### src/rtl/scroll_pkg.sv
// Shared types and constants for the scrolling-message engine.
// Contents: FSM state enum, mode encodings, default blank symbol code
// and the width helper used to size the window position.
package scroll_pkg;

  typedef enum logic {
    ST_RUN  = 1'b0,
    ST_HOLD = 1'b1
  } scroll_state_e;

  localparam logic MODE_WRAP   = 1'b0;
  localparam logic MODE_BOUNCE = 1'b1;

  localparam logic [3:0] DEFAULT_BLANK = 4'hF;

  // Bits needed to index n positions; never less than one bit.
  function automatic int unsigned pos_width(input int unsigned n);
    return (n <= 1) ? 1 : $clog2(n);
  endfunction

endpackage

### src/rtl/scroll_window_sel.sv
// Combinational window selector: maps the virtual ring (message followed
// by blank gap positions) onto DIGITS display slots starting at pos_i.
// Ports:
//   msg_i      flat message buffer, symbol 0 in the MSB slice
//   pos_i      window start index into the ring
//   ring_len_i current ring length L (> pos_i)
//   digits_o   window, leftmost digit in the MSB slice
module scroll_window_sel
  import scroll_pkg::*;
#(
  parameter int unsigned       MSG_LEN = 8,
  parameter int unsigned       DIGITS  = 4,
  parameter int unsigned       SYM_W   = 4,
  parameter int unsigned       PW      = 4,
  parameter int unsigned       IW      = 5,
  parameter logic [SYM_W-1:0]  BLANK   = '1
) (
  input  logic [MSG_LEN*SYM_W-1:0] msg_i,
  input  logic [PW-1:0]            pos_i,
  input  logic [IW-1:0]            ring_len_i,
  output logic [DIGITS*SYM_W-1:0]  digits_o
);

  always_comb begin : sel
    logic [IW-1:0]    idx;
    logic [SYM_W-1:0] sym;
    digits_o = '0;
    for (int unsigned k = 0; k < DIGITS; k++) begin
      // pos < L and k < DIGITS <= L, so one conditional subtract is a full mod L.
      idx = IW'(pos_i) + IW'(k);
      if (idx >= ring_len_i) idx = idx - ring_len_i;
      sym = BLANK;
      for (int unsigned i = 0; i < MSG_LEN; i++) begin
        if (idx == IW'(i)) sym = msg_i[(MSG_LEN-1-i)*SYM_W +: SYM_W];
      end
      digits_o[(DIGITS-1-k)*SYM_W +: SYM_W] = sym;
    end
  end

endmodule

### src/rtl/scroll_engine_param.sv
// Scrolling-message engine for multi-digit 7-segment displays.
// Advances a DIGITS-wide window over a loaded message once per
// slow_clock_1Hz edge, either wrapping (with GAP blanks after the message)
// or bouncing between the ends with a HOLD-tick dwell.
// Ports:
//   slow_clock_1Hz  scroll clock
//   reset           asynchronous, active-high
//   load            capture msg_in, restart at pos 0 (beats enable)
//   msg_in          message, symbol 0 in the MSB slice
//   enable          1 = advance, 0 = freeze
//   dir             wrap only: 0 = left (pos+1), 1 = right (pos-1)
//   mode            0 = wrap, 1 = bounce
//   digits_out      window, leftmost digit in the MSB slice
//   pos             window start index
//   end_pulse       one-tick strobe on cycle/end events
module scroll_engine_param
  import scroll_pkg::*;
#(
  parameter int unsigned      MSG_LEN = 8,
  parameter int unsigned      DIGITS  = 4,
  parameter int unsigned      SYM_W   = 4,
  parameter int unsigned      GAP     = 1,
  parameter logic [SYM_W-1:0] BLANK   = SYM_W'(DEFAULT_BLANK),
  parameter int unsigned      HOLD    = 2
) (
  input  logic                                   slow_clock_1Hz,
  input  logic                                   reset,
  input  logic                                   load,
  input  logic [MSG_LEN*SYM_W-1:0]               msg_in,
  input  logic                                   enable,
  input  logic                                   dir,
  input  logic                                   mode,
  output logic [DIGITS*SYM_W-1:0]                digits_out,
  output logic [pos_width(MSG_LEN+GAP)-1:0]      pos,
  output logic                                   end_pulse
);

  localparam int unsigned PW    = pos_width(MSG_LEN + GAP);
  localparam int unsigned IW    = pos_width(2 * (MSG_LEN + GAP));
  localparam int unsigned HW    = pos_width(HOLD + 1);
  localparam int unsigned P_MAX = MSG_LEN - DIGITS;

  localparam logic [PW-1:0] P_MAX_P = PW'(P_MAX);
  localparam logic [PW-1:0] L_LAST  = PW'(MSG_LEN + GAP - 1);
  localparam logic [HW-1:0] HOLD_C  = HW'(HOLD);

  if (!(MSG_LEN >= DIGITS && DIGITS >= 1)) begin : g_param_check
    $error("scroll_engine_param: require MSG_LEN >= DIGITS >= 1");
  end

  logic [MSG_LEN*SYM_W-1:0] msg_q, msg_d;
  logic [PW-1:0]            pos_q, pos_d;
  scroll_state_e            state_q, state_d;
  logic                     up_q, up_d;
  logic [HW-1:0]            cnt_q, cnt_d;
  logic                     pulse_q, pulse_d;
  logic                     mode_q, mode_d;
  logic [IW-1:0]            ring_len;

  always_ff @(posedge slow_clock_1Hz or posedge reset) begin
    if (reset) begin
      msg_q   <= {MSG_LEN{BLANK}};
      pos_q   <= '0;
      state_q <= ST_RUN;
      up_q    <= 1'b1;
      cnt_q   <= '0;
      pulse_q <= 1'b0;
      mode_q  <= MODE_WRAP;
    end else begin
      msg_q   <= msg_d;
      pos_q   <= pos_d;
      state_q <= state_d;
      up_q    <= up_d;
      cnt_q   <= cnt_d;
      pulse_q <= pulse_d;
      mode_q  <= mode_d;
    end
  end

  always_comb begin
    msg_d   = msg_q;
    pos_d   = pos_q;
    state_d = state_q;
    up_d    = up_q;
    cnt_d   = cnt_q;
    pulse_d = 1'b0;
    mode_d  = mode_q;
    if (load) begin
      msg_d   = msg_in;
      pos_d   = '0;
      state_d = ST_RUN;
      up_d    = 1'b1;
      cnt_d   = '0;
      mode_d  = mode;
    end else if (enable) begin
      mode_d = mode;
      if (mode != mode_q) begin
        // A mode change edge only re-normalises state; stepping resumes next edge.
        state_d = ST_RUN;
        if (mode == MODE_BOUNCE) begin
          up_d = 1'b1;
          if (pos_q > P_MAX_P) pos_d = '0;
        end
      end else if (mode == MODE_WRAP) begin
        state_d = ST_RUN;
        if (!dir) begin
          if (pos_q == L_LAST) begin
            pos_d   = '0;
            pulse_d = 1'b1;
          end else begin
            pos_d = pos_q + PW'(1);
          end
        end else begin
          if (pos_q == '0) begin
            pos_d   = L_LAST;
            pulse_d = 1'b1;
          end else begin
            pos_d = pos_q - PW'(1);
          end
        end
      end else if (P_MAX != 0) begin
        unique case (state_q)
          ST_RUN: begin
            // Clamped steps keep pos in range if bounce was entered at an end.
            if (up_q) begin
              if (pos_q < P_MAX_P) pos_d = pos_q + PW'(1);
              if (pos_d == P_MAX_P) begin
                state_d = ST_HOLD;
                cnt_d   = HOLD_C;
                pulse_d = 1'b1;
              end
            end else begin
              if (pos_q != '0) pos_d = pos_q - PW'(1);
              if (pos_d == '0) begin
                state_d = ST_HOLD;
                cnt_d   = HOLD_C;
                pulse_d = 1'b1;
              end
            end
          end
          ST_HOLD: begin
            if (cnt_q == '0) begin
              up_d    = !up_q;
              state_d = ST_RUN;
            end else begin
              cnt_d = cnt_q - HW'(1);
            end
          end
          default: state_d = ST_RUN;
        endcase
      end
    end
  end

  assign ring_len = (mode_q == MODE_BOUNCE) ? IW'(MSG_LEN) : IW'(MSG_LEN + GAP);

  scroll_window_sel #(
    .MSG_LEN (MSG_LEN),
    .DIGITS  (DIGITS),
    .SYM_W   (SYM_W),
    .PW      (PW),
    .IW      (IW),
    .BLANK   (BLANK)
  ) u_window_sel (
    .msg_i      (msg_q),
    .pos_i      (pos_q),
    .ring_len_i (ring_len),
    .digits_o   (digits_out)
  );

  assign pos       = pos_q;
  assign end_pulse = pulse_q;

endmodule

### config.mk
export PLATFORM = sky130hd
export DESIGN_NAME = scroll_engine_param
export DESIGN_NICKNAME = d
export VERILOG_FILES = /design/src/rtl/scroll_pkg.sv /design/src/rtl/scroll_window_sel.sv /design/src/rtl/scroll_engine_param.sv
export SDC_FILE = /design/constraint.sdc
export NUM_CORES = 1
export LEC_CHECK = 0
export CORE_MARGIN = 2
export CORE_UTILIZATION = 62
export CTS_BUF_LIST = sky130_fd_sc_hd__clkbuf_4 sky130_fd_sc_hd__clkbuf_8
export DETAILED_ROUTE_END_ITERATION = 10
export PLACE_DENSITY = 0.95
export SYNTH_ARGS = -nofsm -noshare
export SYNTH_HDL_FRONTEND = slang
export SYNTH_SLANG_ARGS = --single-unit
### constraint.sdc
create_clock -name slow_clock_1Hz -period 5.9 [get_ports slow_clock_1Hz]
set_clock_uncertainty 0.2 [all_clocks]
set_input_delay 1.18 -clock slow_clock_1Hz [delete_from_list [all_inputs] [get_ports slow_clock_1Hz]]
set_output_delay 1.18 -clock slow_clock_1Hz [all_outputs]
set_load 0.005 [all_outputs]
Word-level counts from Yosys, hierarchy flattened
Cells that the tools add are included.
{"block": "op_classes", "add_sub_neg": 10, "order_cmp": 6, "eq_ne": 38, "mux": 97, "bitwise": 1, "n_reduce_logical": 16}
{"op": "4-bit 2-to-1 mux", "n": 57}
{"op": "5-bit by 3-bit == test with 1-bit output, second input constant", "n": 16}
{"op": "5-bit by 2-bit == test with 1-bit output, second input constant", "n": 8}
{"op": "1-bit 2-to-1 mux", "n": 26}
{"op": "5-bit by 1-bit == test with 1-bit output, second input constant", "n": 4}
{"op": "5-bit logical NOT", "n": 4}
{"op": "5-bit 2-to-1 mux", "n": 4}
{"op": "2-bit 2-to-1 mux", "n": 8}
{"op": "5-bit by 4-bit >= comparator with 1-bit output", "n": 3}
{"op": "5-bit by 4-bit subtractor with 5-bit output", "n": 3}
{"op": "4-bit by 2-bit adder with 5-bit output, second input constant", "n": 2}
{"op": "4-bit logical NOT", "n": 2}
{"op": "4-bit != test, second input constant", "n": 2}
{"op": "4-bit AND reduction", "n": 2}
{"op": "3-bit != test, second input constant", "n": 2}
{"op": "6-bit AND reduction", "n": 1}
{"op": "3-bit nonzero test", "n": 2}
{"op": "4-bit by 1-bit adder with 5-bit output, second input constant", "n": 1}
{"op": "4-bit by 4-bit subtractor with 5-bit output", "n": 1}
{"op": "4-bit by 1-bit adder with 4-bit output, second input constant", "n": 1}
{"op": "4-bit by 3-bit == test with 1-bit output, second input constant", "n": 1}
{"op": "4-bit == test, second input constant", "n": 1}
{"op": "4-bit >= comparator", "n": 1}
{"op": "4-bit by 3-bit > comparator with 1-bit output, second input constant", "n": 1}
{"op": "other kinds (14)", "n": 15}
{"block": "totals", "ff_bits": 42, "in_bits": 38, "out_inout_bits": 21}

Depth between registers and ports, before layout
Gate-level depths: netlist of run 1.
{"block": "depth", "depth_word": 16, "mapped_depth": 13, "mapped_depth_nobuf": 11}

Cells and area by module
Synthesis of run 1 repeated with hierarchy kept, for this count alone.
{"block": "hier_totals", "hier_cells": 565, "area_unflattened_um2": 4888.4}
{"module": "scroll_window_sel", "n_inst": 1, "cells_each": 364, "area_each_um2": 2667.6, "seq_area_each_um2": 0.0}
{"module": "scroll_engine_param", "n_inst": 1, "cells_each": 201, "area_each_um2": 2220.9, "seq_area_each_um2": 1092.3}

Worst setup path before layout of run 1
OpenSTA, ideal clock, no wires.
{"block": "synth_path", "kind": "register to output", "start": "register pos_q[1] (netlist: pos[1])", "end": "output digits_out[10]", "t_arrival_ps": 3075, "required_time_ps": 4520, "setup_slack_ps": 1445, "stages_incl_launch_ff": 13, "path_cell_list": "dfrtp_1 clkbuf_1 inv_1 ha_1 buf_2 inv_1 ha_1 o21ai_0 a221o_1 a21boi_1 and2_1 a222oi_1 o21ai_0"}
{"block": "synth_between", "elab_chain_cells": 12, "elab_cells_between_ends": 20, "cone_classes": "add/sub (2); order compare (1); eq/ne (7); mux (9); reduce/logical (1)"}
{"item": "from (decl)", "line_no": "scroll_engine_param.sv:52", "text": "logic [PW-1:0] pos_q, pos_d;"}
{"item": "from (signal assigned)", "line_no": "scroll_engine_param.sv:71", "text": "pos_q <= pos_d;"}
{"item": "4-bit by 1-bit adder with 5-bit output *", "line_no": "scroll_window_sel.sv:30", "text": "idx = IW'(pos_i) + IW'(k);"}
{"item": "5-bit by 4-bit subtractor with 5-bit output / 5-bit by 4-bit >= comparator with 1-bit output (equally long branches)", "line_no": "scroll_window_sel.sv:31", "text": "if (idx >= ring_len_i) idx = idx - ring_len_i;"}
{"item": "5-bit 2-to-1 mux *", "line_no": "scroll_window_sel.sv:31"}
{"item": "5-bit logical NOT", "line_no": "scroll_window_sel.sv:34", "text": "if (idx == IW'(i)) sym = msg_i[(MSG_LEN-1-i)*SYM_W +: SYM_W];"}
{"item": "4-bit 2-to-1 mux (7 in a row)", "line_no": "scroll_window_sel.sv:34"}
{"item": "4-bit 2-to-1 mux *", "line_no": "scroll_window_sel.sv:34"}
{"item": "to (decl)", "line_no": "scroll_engine_param.sv:33", "text": "output logic [DIGITS*SYM_W-1:0] digits_out,"}
Every way passes the cells marked *; elsewhere a longest branch is shown, timed or not.

Worst setup path after layout of run 1
{"block": "layout_path", "start": "register pos_q[1] (netlist: pos[1])", "end": "output digits_out[11]"}
Same word-level chain as after synthesis.

==> results by stage, run 1 <==
Finish:
- The filler-free cell count of the finished design is 649.
- In the final layout, the share of cells above drive strength 1 is 0.188.
- The net count reported at finish is 606.
- The number of antenna diodes in the final layout is 0.
- From synthesis to final layout, the design area changed by 17.3%.

Yosys:
- Yosys attributes the largest share of cell area to sky130_fd_sc_hd__dfstp_2, sky130_fd_sc_hd__mux2_2, sky130_fd_sc_hd__mux2i_1.
- Yosys mapped the design onto 70 distinct sky130hd cell types.
- The total of flip-flops plus latches after synthesis is 42.
- The mapped netlist covers 0.00438 mm2.
- The async set or reset register ratio after synthesis is 1.00.
- The most instantiated flip-flop cell in the synthesis netlist is sky130_fd_sc_hd__dfstp_2.
- The commonest cells after synthesis are sky130_fd_sc_hd__mux2_2, sky130_fd_sc_hd__mux2i_1, sky130_fd_sc_hd__o21ai_0.
- The synthesis warning total is 0.
- The biggest area consumer among synthesized cells is sky130_fd_sc_hd__dfstp_2.
- The average instance area after synthesis is 8.60 um2.
- The number of cells produced by synthesis is 509.
- Yosys mapped a number of flops with a built-in enable equal to 0.
- Synthesis produced a netlist with a net count of 563.
- The fraction of the yosys area taken by sequential cells is 0.249.
- The most common cell in the synthesized netlist is sky130_fd_sc_hd__mux2_2.
- The proportion of netlist area held by the largest area contributor is 0.198.

STA:
- The normalized max-slew margin is 0.297.
- Dividing the final minimum period by the clock period gives 0.948.
- The number of pins with negative max-slew slack in the final report is 0.
- At the pin with the least slew margin, the transition time is 1.04 ns.
- The minimum period implied by the final worst setup slack is 5.59 ns.
- The final-report hold violation count is 0.
- The peak clock frequency supported by timing is 179 MHz.
- The total setup violations reported at the end of the flow is 0.
- The sum of negative setup slack is 0 ns.
- Setup repair after global routing left no endpoint under its margin.
- Setup slack closes at 0.309 ns.

Min path:
- The path class of the tightest hold or removal check is reg2reg.

Die:
- The floorplan has 30 rows.
- The die is 88.0 um tall.
- The core region is 0.00683 mm2.
- Measured along the x axis, the die boundary spans 88.0 um.
- The initial utilization of the core area, before any placement, comes to 0.641.
- The die area is 0.00775 mm2.
- For this design the top-level I/O count stands at 59.

Job:
- The number of max-capacitance violations reported is 0.

Pwr:
- The leakage dissipation is 2.06 nW.
- The switching fraction of total power is 0.371.
- The power share of the sequential group is 0.298.
- The share of total power dissipated in combinational logic is 0.473.
- Summed over all nets, the switching power comes to 0.000462 W.
- The internal power consumption is 0.000784 W.
- In this run the power density over the cells is 243 mW/mm2.
- The worst-case vdd ir drop is 0.194 mV.
- Of the total power, the clock network draws 0.229.

Placed design:
- Counting tap cells, the placed design contains a total of 641 instances.
- The HPWL reported at the end of detailed placement is 9320 um.
- Timing analysis after detailed placement gives a worst setup slack of 0.782 ns.
- The final RePlAce weighted congestion is 0.975.
- In this run the tool buffered the top-level ports with 58 buffer cells.

Drt:
- The first detailed-routing pass ran for 6 iterations.
- After the first detailed-routing iteration, the DRC count stood at 597.
- After detailed routing, the average wire length per cell comes to 20.4 um.
- For this run, design rule violations remaining after detail routing come to 0.
- The post-detailed-routing wire length is 13200 um.
- The detail-routed via count per cell is 7.01.
- The routed via count is 4550.
- The count of nets left with antenna violations once routing finished came out at 0.

Worst setup path:
- Data on the critical path is required at its endpoint by 4.52 ns.
- The stage delay of the slowest cell on the critical path is 0.64 ns.
- For the worst setup path, the data arrival time is 4.21 ns.
- The cell that appears most often on the critical path is sky130_fd_sc_hd__inv_1.
- The highest fanout seen on the critical path is 20.
- The critical path contains buffers and inverters numbering 5 combined.
- The critical path goes through buf_4 -> inv_1 -> ha_1 -> inv_1 -> ha_1 -> inv_1 -> o31ai_1 -> a221o_1 -> a21boi_1 -> a22oi_1 -> o21ai_0 -> o21ai_0 -> clkdlybuf4s50_1.
- The kind of start point of the critical path is a flip-flop.
- The dominant delay contributor by cell family on the critical path is compound AO/OA/AOI/OAI gates.
- The capturing element type of the critical path is an output pin.
- The slowest stage of the critical path belongs to the cell sky130_fd_sc_hd__ha_1.
- The setup path with the least slack is of type reg2out.

Clock network:
- The number of gates resized after cts is 0.
- The number of buffers inserted to repair setup after CTS is 0.
- The quantity of hold-fixing buffers added after cts is 0.
- The count of H-tree levels built during CTS is 2.
- The maximum clock path buffer count is 2.
- The sink count of the clock tree is 42.
- For the worst-skew pair, the clock arrives at the later sink with an insertion delay of 0.31 ns.
- TritonCTS built the clock tree.
- The clock tree root buffer cell is sky130_fd_sc_hd__clkbuf_8.
- The clock edge transition at the registers on the reported setup and hold paths is 0.09 ns.
- The total CTS buffers is 5.

Global routing:
- The number of antenna violations at the first check in global routing is 0.
- The first-pass GRT wire length is 21200 um.
- The via count of the first global-routing pass is 4291.
- For this run, the total global-route usage over all layers was measured as 0.349.
- Global routing finished with a remaining overflow of 0.
- Entering global routing, the biggest net connects 47 pins.

Status:
- The run finished with clean final reports.
-- through the flow --
stage	utilization	hold slack (ns)	area, um2	total power [W]
3_5_place_dp	0.732	0.296	5000	0.000937
5_1_grt	0.752	0.326	5130	0.00130
3_3_place_gp	0.732	0.289	5000	0.000919
6_report	0.752	0.316	5130	0.00125
4_1_cts	0.752	0.316	5130	0.00122
2_1_floorplan	-	0.281	4380	0.000728
-- metal layers --
layer  share of wire  global-route usage  wire (um)  vias up
met5               0                   0          0        -
met4           0.050               0.190        660        0
met3           0.093              0.0613       1240       72
met2            0.47               0.568       6260      348
met1            0.38               0.440       5060     2114
li1                -                   -          -     2016
-- cell usage in the layout (no fill, tap or decap), types with 6 or more instances in the layout --
| cell | instances |
|---|---|
| sky130_fd_sc_hd__nand2_1 | 29 |
| sky130_fd_sc_hd__o22a_1 | 15 |
| sky130_fd_sc_hd__mux2_2 | 40 |
| sky130_fd_sc_hd__and2_1 | 7 |
| sky130_fd_sc_hd__dfstp_2 | 33 |
| sky130_fd_sc_hd__dfrtp_1 | 9 |
| sky130_fd_sc_hd__nand2b_1 | 13 |
| sky130_fd_sc_hd__buf_4 | 9 |
| sky130_fd_sc_hd__ha_1 | 16 |
| sky130_fd_sc_hd__xnor2_1 | 6 |
| sky130_fd_sc_hd__o211ai_1 | 7 |
| sky130_fd_sc_hd__a21oi_1 | 32 |
| sky130_fd_sc_hd__nand3_1 | 6 |
| sky130_fd_sc_hd__clkdlybuf4s50_1 | 57 |
| sky130_fd_sc_hd__o22ai_1 | 15 |
| sky130_fd_sc_hd__inv_1 | 17 |
| sky130_fd_sc_hd__nor2b_1 | 9 |
| sky130_fd_sc_hd__mux2i_1 | 38 |
| sky130_fd_sc_hd__a31oi_1 | 13 |
| sky130_fd_sc_hd__nor2_1 | 28 |
| sky130_fd_sc_hd__a21o_1 | 9 |
| sky130_fd_sc_hd__o21ai_0 | 37 |
-- flip-flops by register name (all words and copies together) (netlist names) --
name / cells
msg_q: 32
up_q: 1
state_q: 1
end_pulse: 1
mode_q: 1
pos: 4
cnt_q: 2
-- cell type report --
type,count,area [um2]
clock buffers,5,68.8
clock inverters,3,68.8
fillers,478,1700
inverters,18,67.6
multi-input cells,418,3070
flip-flops and latches,42,1090
well taps,96,120
repair buffers,67,643
-- logic make-up (layout without fill, tap and decap cells) --
kind of cell | after synthesis | in the layout | share of synthesized area
xor+xnor | 9 | 9 | 0.0214
buf+inv | 49 | 93 | 0.0483
flops | 42 | 42 | 0.250
simple gates | 130 | 130 | 0.159
mux | 78 | 78 | 0.190
compound gates | 185 | 185 | 0.286
fa+ha+maj | 16 | 16 | 0.0457
-- power groups by stage --
stage                     logic (W)  registers (W)  clock network, W
after CTS                  0.000572       0.000368          0.000284
after global routing       0.000626       0.000374          0.000296
after global placement     0.000548       0.000371                 0
final                      0.000589       0.000371          0.000286
after detailed placement   0.000564       0.000372                 0
after floorplan            0.000368       0.000360                 0
-- path summary, 6_finish.rpt --
path	from	end	slack, ns	depth (start not counted)
min reg2reg	cnt_q[1]$_DFFE_PP0P_	cnt_q[1]$_DFFE_PP0P_	0.32	1
max	pos[1]$_DFFE_PP0P_	digits_out[11]	0.31	13
min	cnt_q[1]$_DFFE_PP0P_	cnt_q[1]$_DFFE_PP0P_	0.32	1
max reg2reg	pos[1]$_DFFE_PP0P_	cnt_q[1]$_DFFE_PP0P_	2.68	10
min in group asynchronous	reset	pos[3]$_DFFE_PP0P_	1.11	3
max in group asynchronous	reset	msg_q[23]$_DFFE_PP1P_	4.02	3
(Power assumes the default switching activity.)
==> run 2, diff against run 1 <==
PLACE_DENSITY = 0.89   (was 0.95)
==> run 2 against run 1 <==
Count of clock-buffer cells in the layout unchanged. Register-to-register slack hardly changed. Clock power decreased by 27%. Wire length is 6.4% lower. Core utilization is 0.79 points lower. Setup slack lost 0.026 ns. Critical endpoint is now digits_out[8]. Largest cell class unchanged. Highest routed layer unchanged.
==> results by stage, run 2 (synthesis results as in run 1) <==
Worst setup path:
- The worst endpoint data arrival time is 4.24 ns (was 4.21 ns).
- The stage delay of the slowest cell on the critical path came to 0.60 ns (was 0.64 ns).
- The capturing element type of the critical path is an output pin (unchanged).
- The kind of start point of the critical path is a flip-flop (unchanged).
- The endpoint of the worst register-to-register path is cnt_q[1]$_DFFE_PP0P_ (unchanged).
- The beginning of the worst register-to-register path is pos[1]$_DFFE_PP0P_ (unchanged).
- The most frequent cell on the critical path is sky130_fd_sc_hd__inv_1 (unchanged).
- The dominant delay contributor by cell family on the critical path is compound AO/OA/AOI/OAI gates (unchanged).
- The critical path data required time was 4.52 ns (about the same).
- CP cell instances: inv_1 -> ha_1 -> inv_1 -> ha_1 -> inv_1 -> o31ai_1 -> a221o_1 -> a21boi_1 -> a22oi_1 -> o21ai_0 -> o21ai_0 -> clkdlybuf4s50_1 (was buf_4 -> inv_1 -> ha_1 -> inv_1 -> ha_1 -> inv_1 -> o31ai_1 -> a221o_1 -> a21boi_1 -> a22oi_1 -> o21ai_0 -> o21ai_0 -> clkdlybuf4s50_1).
- The highest fanout seen on the critical path is 20 (unchanged).
- The cell with the largest stage delay on the worst path is sky130_fd_sc_hd__ha_1 (unchanged).
- The sum of buffers and inverters on the critical path is 4 (was 5).
- The reg2reg setup slack came to 2.67 ns (was 2.68 ns).
- The type of the worst setup path is reg2out (unchanged).
- The logic depth of the worst register-to-register path is 9 (was 10).

Die:
- The number of top-level pins is 59 (unchanged).
- The die area is 0.00775 mm2 (unchanged).
- The placeable core region is 0.00683 mm2 (unchanged).
- The horizontal die dimension is 88.0 um (unchanged).
- The die height is 88.0 um (unchanged).
- The effective utilization at floorplan came to 0.641 (unchanged).
- The floorplan row count is 30 (unchanged).

Drt:
- The routed via count came to 4396 (was 4550).
- The number of routed nets with antenna violations is 0 (unchanged).
- The post-detailed-routing wire length came to 12400 um (was 13200 um).
- The detail-routed via count per cell came to 6.79 (was 7.01).
- The per-cell routed wire length was 19.1 um (was 20.4 um).
- The detailed-router iteration count before antenna repair is 10 (was 6).
- The DRC violation count after routing is 0 (unchanged).
- The iteration-0 DRC count of the detailed router is 343 (was 597).

Placed design:
- The final RePlAce weighted congestion is 0.928 (was 0.975).
- The HPWL reported at the end of detailed placement was 9040 um (was 9320 um).
- The worst-case setup slack after placement is 0.493 ns (was 0.782 ns).
- The number of buffers inserted by port buffering is 58 (unchanged).

Finish:
- The net count reported at finish came to 604 (was 606).
- The number of filler instances in the final layout is 522 (was 478).
- The post-synthesis to final-layout area growth is 16.1% (was 17.3%).
- The number of flip-flops under the largest register name came to 32 (unchanged).
- The most common cell after layout, fill and taps aside was sky130_fd_sc_hd__clkdlybuf4s50_1 (unchanged).
- The top register by number of flip-flops is msg_q (unchanged).
- The count of antenna diodes in the layout is 0 (unchanged).
- The layout cell share with drive strength beyond 1 was 0.187 (was 0.188).
- Most frequent cells in the layout: sky130_fd_sc_hd__clkdlybuf4s50_1, sky130_fd_sc_hd__mux2_2, sky130_fd_sc_hd__mux2i_1 (unchanged).

Clock network:
- The number of gates resized after cts was 0 (unchanged).
- The number of buffers inserted to repair setup after CTS is 0 (unchanged).
- The total CTS buffers is 5 (unchanged).
- The quantity of hold-fixing buffers added after cts is 0 (unchanged).
- The maximum clock path buffer count was 2 (unchanged).
- The clock tree from TritonCTS is yes (unchanged).
- The count of H-tree levels built during CTS is 2 (unchanged).
- The sink count of the clock tree is 42 (unchanged).
- The clock edge transition at the registers on the reported setup and hold paths came to 0.10 ns (was 0.09 ns).
- The clock latency on the worst-skew pair is 0.30 ns (was 0.31 ns).
- The clock tree root buffer cell is sky130_fd_sc_hd__clkbuf_8 (unchanged).

Pwr:
- The worst-case vdd ir drop is 0.146 mV (was 0.194 mV).
- The total power came to 0.00115 W (was 0.00125 W).
- The leakage dissipation is 2.03 nW (was 2.06 nW).
- The power density over cell area is 226 mW/mm2 (was 243 mW/mm2).

Min path:
- The cell depth of the worst min-delay path is 1 (unchanged).
- The start point of the worst min-delay path was cnt_q[1]$_DFFE_PP0P_ (unchanged).
- The terminating pin of the worst hold path was cnt_q[1]$_DFFE_PP0P_ (unchanged).
- The classification of the worst-slack hold path is reg2reg (unchanged).

STA:
- Setup repair after global routing missed its margin: false (unchanged).
- The setup slack after layout is 0.283 ns (was 0.309 ns).
- The sum of negative setup slack was 0 ns (unchanged).
- The normalized max-slew margin is 0.377 (was 0.297).
- The number of pins with negative max-slew slack in the final report is 0 (unchanged).
- The minimum period implied by the final worst setup slack is 5.62 ns (was 5.59 ns).
- The actual slew at the worst max-slew pin is 0.922 ns (was 1.04 ns).
- The total setup violations reported at the end of the flow is 0 (unchanged).
- The peak clock frequency supported by timing came to 178 MHz (was 179 MHz).
- The final-report hold violation count came to 0 (unchanged).
- The final period utilization is 0.952 (was 0.948).

Job:
- The number of max-capacitance violations reported is 0 (unchanged).

Global routing:
- The via count of the first global-routing pass is 4099 (was 4291).
- The first-pass GRT wire length is 20100 um (was 21200 um).
- The largest net degree at the start of global routing was 47 (unchanged).
- The total track usage is 0.324 (was 0.349).
- The number of antenna violations at the first check in global routing is 0 (unchanged).
- The global-route congestion overflow total is 0 (unchanged).

Status:
- Outcome: completed (unchanged).
[run 2: per-layer routing]
metal | share of wire | GRT usage | vias up
met5 | 0 | 0 | -
met4 | 0.037 | 0.118 | 0
met3 | 0.066 | 0.0358 | 48
met2 | 0.49 | 0.561 | 242
met1 | 0.41 | 0.418 | 2082
li1 | - | - | 2024
[run 2: metrics by stage]
stage / cells / instance area [um2] / utilization / hold WS (ns)
2_1_floorplan: 509 / 4380 / - / 0.281
3_5_place_dp: 639 / 4980 / 0.729 / 0.300
4_1_cts: 647 / 5080 / 0.744 / 0.321
6_report: 647 / 5080 / 0.744 / 0.319
5_1_grt: 647 / 5080 / 0.744 / 0.346
3_3_place_gp: 639 / 4980 / 0.729 / 0.292
[run 2: where the power goes]
part	leakage, nW	total, W	internal [W]	switching (W)
Combinational	1.51	0.000559	0.000280	0.000279
Clock	0.0506	0.000210	0.0000888	0.000121
Sequential	0.465	0.000379	0.000332	0.0000472
Total	2.03	0.00115	0.000701	0.000447
[run 2: worst max path at each step]
stage                            start        endpoint  slack, ns  depth (start not counted)
detailed placement  pos[1]$_DFFE_PP0P_   digits_out[8]       0.49                         12
CTS                 pos[1]$_DFFE_PP0P_   digits_out[8]        0.1                         12
finish              pos[1]$_DFFE_PP0P_   digits_out[8]       0.28                         12
global route        pos[1]$_DFFE_PP0P_   digits_out[8]       0.06                         12
global placement    pos[1]$_DFFE_PP0P_  digits_out[10]       0.76                         12
floorplan           pos[1]$_DFFE_PP0P_  digits_out[10]       1.44                         12
[run 2: final cells by class]
class | instances | area, um2 | share of cell area
Clock buffer | 5 | 68.8 | 0.0135
Clock inverter | 3 | 28.8 | 0.00566
Inverter | 18 | 67.6 | 0.0133
Multi-Input combinational cell | 418 | 3070 | 0.605
Sequential cell | 42 | 1090 | 0.215
Tap cell | 96 | 120 | 0.0236
Timing Repair Buffer | 65 | 628 | 0.124
